## config.mk

```make
export PLATFORM = sky130hd
export DESIGN_NAME = priority_encoder_scanner
export DESIGN_NICKNAME = d
export VERILOG_FILES = /design/src/rtl/priority_encoder_scanner.sv
export SDC_FILE = /design/constraint.sdc
export NUM_CORES = 1
export LEC_CHECK = 0
export ABC_AREA = 1
export CORE_ASPECT_RATIO = 1.4
export CORE_MARGIN = 2
export CORE_UTILIZATION = 54
export DETAILED_ROUTE_END_ITERATION = 8
export PLACE_DENSITY = 0.8
export SLEW_MARGIN = 20
export SYNTH_ARGS = -nofsm -noshare
export SYNTH_HDL_FRONTEND = slang
export SYNTH_SLANG_ARGS = --single-unit
export TNS_END_PERCENT = 30
```

## constraint.sdc

```tcl
create_clock -name clk -period 6.45 [get_ports clk]
set_input_delay 1.6125 -clock clk [delete_from_list [all_inputs] [get_ports clk]]
set_output_delay 1.6125 -clock clk [all_outputs]
set_load 0.1 [all_outputs]
```

## src/rtl/priority_encoder_scanner.sv

```systemverilog
// rtl/priority_encoder_scanner.sv - drains a multi-hot request vector as a stream of bit indices, lowest first
`timescale 1ns/1ps

module priority_encoder_scanner #(
    parameter int N = 8,
    localparam int W = $clog2(N)
) (
    input  logic         clk,
    input  logic         rst,
    input  logic         in_valid,
    output logic         in_ready,
    input  logic [N-1:0] in_bits,
    output logic         out_valid,
    input  logic         out_ready,
    output logic [W-1:0] out_index,
    output logic         out_last,
    output logic [W:0]   out_remaining
);

    typedef enum logic {IDLE, SCAN} state_t;

    state_t       state, state_nxt;
    logic [N-1:0] pending, pending_nxt;
    logic [W-1:0] low_idx;
    logic [W:0]   cnt;
    logic         found;

    always_ff @(posedge clk or posedge rst) begin
        if (rst) begin
            state   <= IDLE;
            pending <= '0;
        end else begin
            state   <= state_nxt;
            pending <= pending_nxt;
        end
    end

    // Lowest set bit and population count, both from registered pending only.
    always_comb begin
        low_idx = '0;
        cnt     = '0;
        found   = 1'b0;
        for (int i = 0; i < N; i++) begin
            if (pending[i]) begin
                if (!found) begin
                    low_idx = W'(i);
                    found   = 1'b1;
                end
                cnt = cnt + (W+1)'(1);
            end
        end
    end

    assign in_ready      = (state == IDLE);
    assign out_valid     = (state == SCAN);
    assign out_index     = out_valid ? low_idx : '0;
    assign out_remaining = out_valid ? cnt : '0;
    assign out_last      = out_valid && (cnt == (W+1)'(1));

    always_comb begin
        state_nxt   = state;
        pending_nxt = pending;
        case (state)
            IDLE: begin
                // An all-zero vector is consumed without producing a beat.
                if (in_valid && (in_bits != '0)) begin
                    pending_nxt = in_bits;
                    state_nxt   = SCAN;
                end
            end
            SCAN: begin
                if (out_ready) begin
                    pending_nxt[low_idx] = 1'b0;
                    if (out_last) state_nxt = IDLE;
                end
            end
            default: state_nxt = IDLE;
        endcase
    end

endmodule

```

==> impl_results.html <==
<table>
<tr><th>Metric</th><th>Value</th></tr>
<tr><th colspan="2">Timing</th></tr>
<tr><td>Setup Skew</td><td>~0.0021 ns</td></tr>
<tr><td>Setup repair after global routing missed its margin</td><td>no</td></tr>
<tr><td>Fin. max-slew vios</td><td>0</td></tr>
<tr><td>Final hold violations</td><td>0</td></tr>
<tr><td>Least-Margin Pin Slew</td><td>a little under 1 ns</td></tr>
<tr><td>Post-layout minimum cycle time</td><td>5.95 ns</td></tr>
<tr><td>Total negative slack for setup checks</td><td>0 ns</td></tr>
<tr><td>Maximum operating frequency</td><td>around 170 MHz</td></tr>
<tr><td>Worst slew margin</td><td>35.2%</td></tr>
<tr><td>Final critical-path setup slack</td><td>around 0.50 ns</td></tr>
<tr><td>Period utilization</td><td>a little over 90%</td></tr>
<tr><td>Setup violators final</td><td>0</td></tr>
<tr><th colspan="2">Floorplan</th></tr>
<tr><td>Die Y-Extent</td><td>approximately 64 um</td></tr>
<tr><td>Horizontal extent of the die</td><td>46.7 um</td></tr>
<tr><td>Die Outline Area</td><td>slightly below 3000 um2</td></tr>
<tr><td>Starting density of the core</td><td>roughly 57%</td></tr>
<tr><td>Placement row count</td><td>21</td></tr>
<tr><td>Area of the core</td><td>2420 um2</td></tr>
<tr><td># IOs</td><td>22</td></tr>
<tr><th colspan="2">GRT</th></tr>
<tr><td>Global-route wire length before repair</td><td>roughly 5.4 mm</td></tr>
<tr><td>Antenna violations before repair</td><td>0</td></tr>
<tr><td>GR Overflow Total</td><td>0</td></tr>
<tr><td>Global routing usage summed across all routing layers</td><td>a little under a quarter</td></tr>
<tr><td>Via count of the first global-routing pass</td><td>between 1000 and 1500</td></tr>
<tr><td>Pin count of the biggest net entering global routing</td><td>14</td></tr>
<tr><th colspan="2">Setup path</th></tr>
<tr><td>Critical R2R Launch</td><td>pending[0]</td></tr>
<tr><td>Cells along the critical path</td><td>inv_1 -&gt; ha_1 -&gt; nand2_4 -&gt; inv_1 -&gt; nor2_1 -&gt; ha_1 -&gt; or2_1 -&gt; nand2_1 -&gt; nand2_1 -&gt; nand3_1 -&gt; nand2_1 -&gt; ha_1 -&gt; or2_2 -&gt; nand2_1 -&gt; nand2_1 -&gt; nand3_1 -&gt; nand2_1 -&gt; ha_1 -&gt; or2_2 -&gt; nand2_1 -&gt; nand2_1 -&gt; nor2_1 -&gt; and2_1 -&gt; buf_12</td></tr>
<tr><td>Slowest cell delay on critical path</td><td>roughly 0.39 ns</td></tr>
<tr><td>End of the worst register-to-register path</td><td>out_valid</td></tr>
<tr><td>Reg-to-reg slack, setup</td><td>about 2.4 ns</td></tr>
<tr><td>Top cell family by delay on the critical path</td><td>simple AND/OR/NAND/NOR gates</td></tr>
<tr><td>Standard cell with the maximum stage delay on the critical path</td><td>sky130_fd_sc_hd__dfrtp_1</td></tr>
<tr><td>Category of the worst setup path launch point</td><td>flop</td></tr>
<tr><td>Crit path depth</td><td>24</td></tr>
<tr><td>Nature of the critical path endpoint</td><td>primary output</td></tr>
<tr><td>Worst Path Buf+Inv</td><td>3</td></tr>
<tr><td>CP required</td><td>around 4.8 ns</td></tr>
<tr><td>End point of the critical path</td><td>out_last</td></tr>
<tr><td>Worst R2R Path Depth</td><td>25</td></tr>
<tr><td>Startpoint-to-endpoint class of the critical path</td><td>flop to primary output</td></tr>
<tr><td>Highest fanout seen on the critical path</td><td>4</td></tr>
<tr><td>Arrival time at the worst endpoint</td><td>~4.3 ns</td></tr>
<tr><td>Cell with the most instances on the worst path</td><td>sky130_fd_sc_hd__nand2_1</td></tr>
<tr><td>Crit path from</td><td>pending[0]</td></tr>
<tr><th colspan="2">Place</th></tr>
<tr><td>Estimated wirelength of the detail-placed design</td><td>approximately 2.5 mm</td></tr>
<tr><td>Number of port buffers</td><td>21</td></tr>
<tr><td>Post-Place Cells</td><td>around 290</td></tr>
<tr><td>Setup Slack @ Placement</td><td>about 0.77 ns</td></tr>
<tr><td>Final weighted congestion in routability-driven placement</td><td>between 0.7 and 0.8</td></tr>
<tr><td>Placement Cell Area</td><td>roughly 1600 um2</td></tr>
<tr><th colspan="2">Drt</th></tr>
<tr><td>Average vias per placed instance</td><td>roughly 5.1</td></tr>
<tr><td>Detailed Routing Iterations Pass 1</td><td>4</td></tr>
<tr><td>Post-detailed-routing wire length</td><td>around 3.0 mm</td></tr>
<tr><td>Initial DRC count</td><td>32</td></tr>
<tr><td>Antenna Nets Post-Route</td><td>0</td></tr>
<tr><td>Number of vias after detailed routing</td><td>about 1500</td></tr>
<tr><td>Post-detailed-route wirelength per cell</td><td>10.2 um</td></tr>
<tr><td>Remaining DRCs</td><td>0</td></tr>
<tr><th colspan="2">Logic synthesis</th></tr>
<tr><td>Synthesized net count</td><td>259</td></tr>
<tr><td>Yosys synthesis warning count</td><td>0</td></tr>
<tr><td>Mean cell area of the mapped netlist</td><td>5.78 um2</td></tr>
<tr><td>Combined area of all synthesized cells</td><td>1380 um2</td></tr>
<tr><td>Synth unique cells</td><td>31</td></tr>
<tr><td>#FFs+latches synth</td><td>9</td></tr>
<tr><td>Fraction of the yosys area taken by sequential cells</td><td>between 10% and 20%</td></tr>
<tr><td>Count of mapped cells out of synthesis</td><td>around 240</td></tr>
<tr><th colspan="2">CTS</th></tr>
<tr><td>CTS tree</td><td>yes</td></tr>
<tr><td>Quantity of gates resized following cts</td><td>0</td></tr>
<tr><td>Num CTS Buffers</td><td>3</td></tr>
<tr><td>CTS hold repair buffers</td><td>0</td></tr>
<tr><td>Latest clock arrival within the worst-skew pair</td><td>between 0.2 and 0.3 ns</td></tr>
<tr><td>Number of clock sinks seen by CTS</td><td>9</td></tr>
<tr><td>Count of H-tree levels built during CTS</td><td>1</td></tr>
<tr><td>Clk pin slew, worst setup/hold paths</td><td>0.06 ns</td></tr>
<tr><td>Number of buffers between clock root and the deepest sink</td><td>2</td></tr>
<tr><td>Clk root buf</td><td>sky130_fd_sc_hd__clkbuf_4</td></tr>
<tr><td>Post-CTS setup repair buffer count</td><td>0</td></tr>
<tr><th colspan="2">Worst hold path</th></tr>
<tr><td>Kind of path behind the tightest hold check</td><td>flop to flop</td></tr>
<tr><th colspan="2">Final layout</th></tr>
<tr><td>Diode insertion count for antenna repair</td><td>0</td></tr>
<tr><td>Number of nets in the final layout</td><td>between 200 and 300</td></tr>
<tr><td>Final instance count without filler cells</td><td>around 290</td></tr>
<tr><td>Final instance area</td><td>about 1600 um2</td></tr>
<tr><td>Synth-to-Final Area Change</td><td>17.5%</td></tr>
<tr><td>Fraction of final layout cells sized beyond drive strength 1</td><td>about an eighth</td></tr>
<tr><th colspan="2">Status</th></tr>
<tr><td>Status</td><td>completed</td></tr>
<tr><th colspan="2">Job</th></tr>
<tr><td>Max_cap viols</td><td>0</td></tr>
</table>
==> synth_stat cells, drive strengths merged <==
cell	n	share of area, %
a21oi	10	3.9
a31oi	1	0.45
and2	1	0.45
buf	4	2.3
clkbuf	2	0.64
clkinv	1	0.36
dfrtp	9	16
ha	9	8.2
inv	36	9.8
nand2	86	27
nand3	32	13
nand3b	1	0.55
nor2	14	3.8
nor3	2	0.73
nor4	3	1.4
o21ai	18	6.5
o22ai	2	0.91
o31ai	1	0.55
or2	4	1.8
xnor2	1	0.64
xor2	1	0.64
==> layout by cell type, fill, tap and decap left out <==
| cell type | instances |
|---|---|
| sky130_fd_sc_hd__dfrtp_1 | 9 |
| sky130_fd_sc_hd__clkdlybuf4s50_1 | 17 |
| sky130_fd_sc_hd__xnor2_1 | 1 |
| sky130_fd_sc_hd__nand2_1 | 75 |
| sky130_fd_sc_hd__and2_1 | 1 |
| sky130_fd_sc_hd__ha_1 | 9 |
| sky130_fd_sc_hd__nand3b_1 | 1 |
| sky130_fd_sc_hd__xor2_1 | 1 |
| sky130_fd_sc_hd__nor3_1 | 2 |
| sky130_fd_sc_hd__a31oi_1 | 1 |
| sky130_fd_sc_hd__nor4_1 | 3 |
| sky130_fd_sc_hd__o21ai_1 | 4 |
| sky130_fd_sc_hd__or2_1 | 1 |
| sky130_fd_sc_hd__buf_12 | 1 |
| sky130_fd_sc_hd__a21oi_2 | 1 |
| sky130_fd_sc_hd__a21oi_1 | 9 |
| sky130_fd_sc_hd__or2_2 | 3 |
| sky130_fd_sc_hd__nand3_1 | 27 |
| sky130_fd_sc_hd__clkbuf_1 | 1 |
| sky130_fd_sc_hd__nand3_2 | 5 |
| sky130_fd_sc_hd__o22ai_1 | 2 |
| sky130_fd_sc_hd__clkinv_2 | 1 |
| sky130_fd_sc_hd__buf_4 | 3 |
| sky130_fd_sc_hd__nand2_2 | 8 |
| sky130_fd_sc_hd__nand2_4 | 3 |
| sky130_fd_sc_hd__inv_1 | 33 |
| sky130_fd_sc_hd__o21ai_0 | 14 |
| sky130_fd_sc_hd__nor2_1 | 14 |
| sky130_fd_sc_hd__o31ai_1 | 1 |
| sky130_fd_sc_hd__inv_2 | 3 |
| sky130_fd_sc_hd__clkbuf_4 | 3 |
==> kinds of logic after synthesis <==
kind of cell / share of synthesized area, %
AO/OA/AOI/OAI: 12.4
buffers and inverters: 13.1
flip-flops: 16.4
XOR/XNOR: 1.27
adder cells (fa/ha/maj): 8.18
AND/OR/NAND/NOR: 48.7
==> metal layers <==
| metal | wire [um] | global-route usage (%) |
|---|---|---|
| met1 | 1330 | 29.3 |
| met2 | 1520 | 39.9 |
| met3 | 51 | 0.847 |
| met4 | 70 | 8.33 |
| met5 | 0 | 0 |
==> worst reg2reg max path, delay by kind of cell, from the launching register on <==
kind	cells	cell delay [ns]
adder cells (fa/ha/maj)	4	1.22
buffers and inverters	2	0.13
flip-flops	1	0.39
AND/OR/NAND/NOR	19	2.17
==> layout make-up <==
class	count	area (um2)
clock buffers	4	26.3
fillers	251	800
inverters	37	140
multi-input cells	186	971
flip-flops and latches	9	225
well taps	34	42.5
repair buffers	21	213
==> worst min-delay path by stage <==
| stage | start | endpoint | slack [ns] | depth (start not counted) |
|---|---|---|---|---|
| finish | pending[0] | pending[0] | 0.58 | 2 |
| global route | pending[0] | pending[0] | 0.64 | 2 |
| CTS | pending[0] | pending[0] | 0.59 | 2 |
| detailed placement | pending[0] | pending[0] | 0.58 | 2 |
| global placement | pending[0] | pending[0] | 0.55 | 2 |
| floorplan | pending[0] | pending[0] | 0.51 | 2 |
==> stage by stage <==
stage / hold slack [ns] / utilization (%)
global route: 0.641 / 66.9
detailed placement: 0.577 / 65.8
CTS: 0.591 / 66.9
finish: 0.582 / 66.9
floorplan: 0.514 / -
global placement: 0.546 / 65.8
==> state kept, by name, indices dropped and copies added (netlist names) <==
register	count
pending	8
out_valid	1
Power is left out: the tool's default activity adds up to more than one toggle a clock period on the data nets, which glitch-free logic cannot reach.
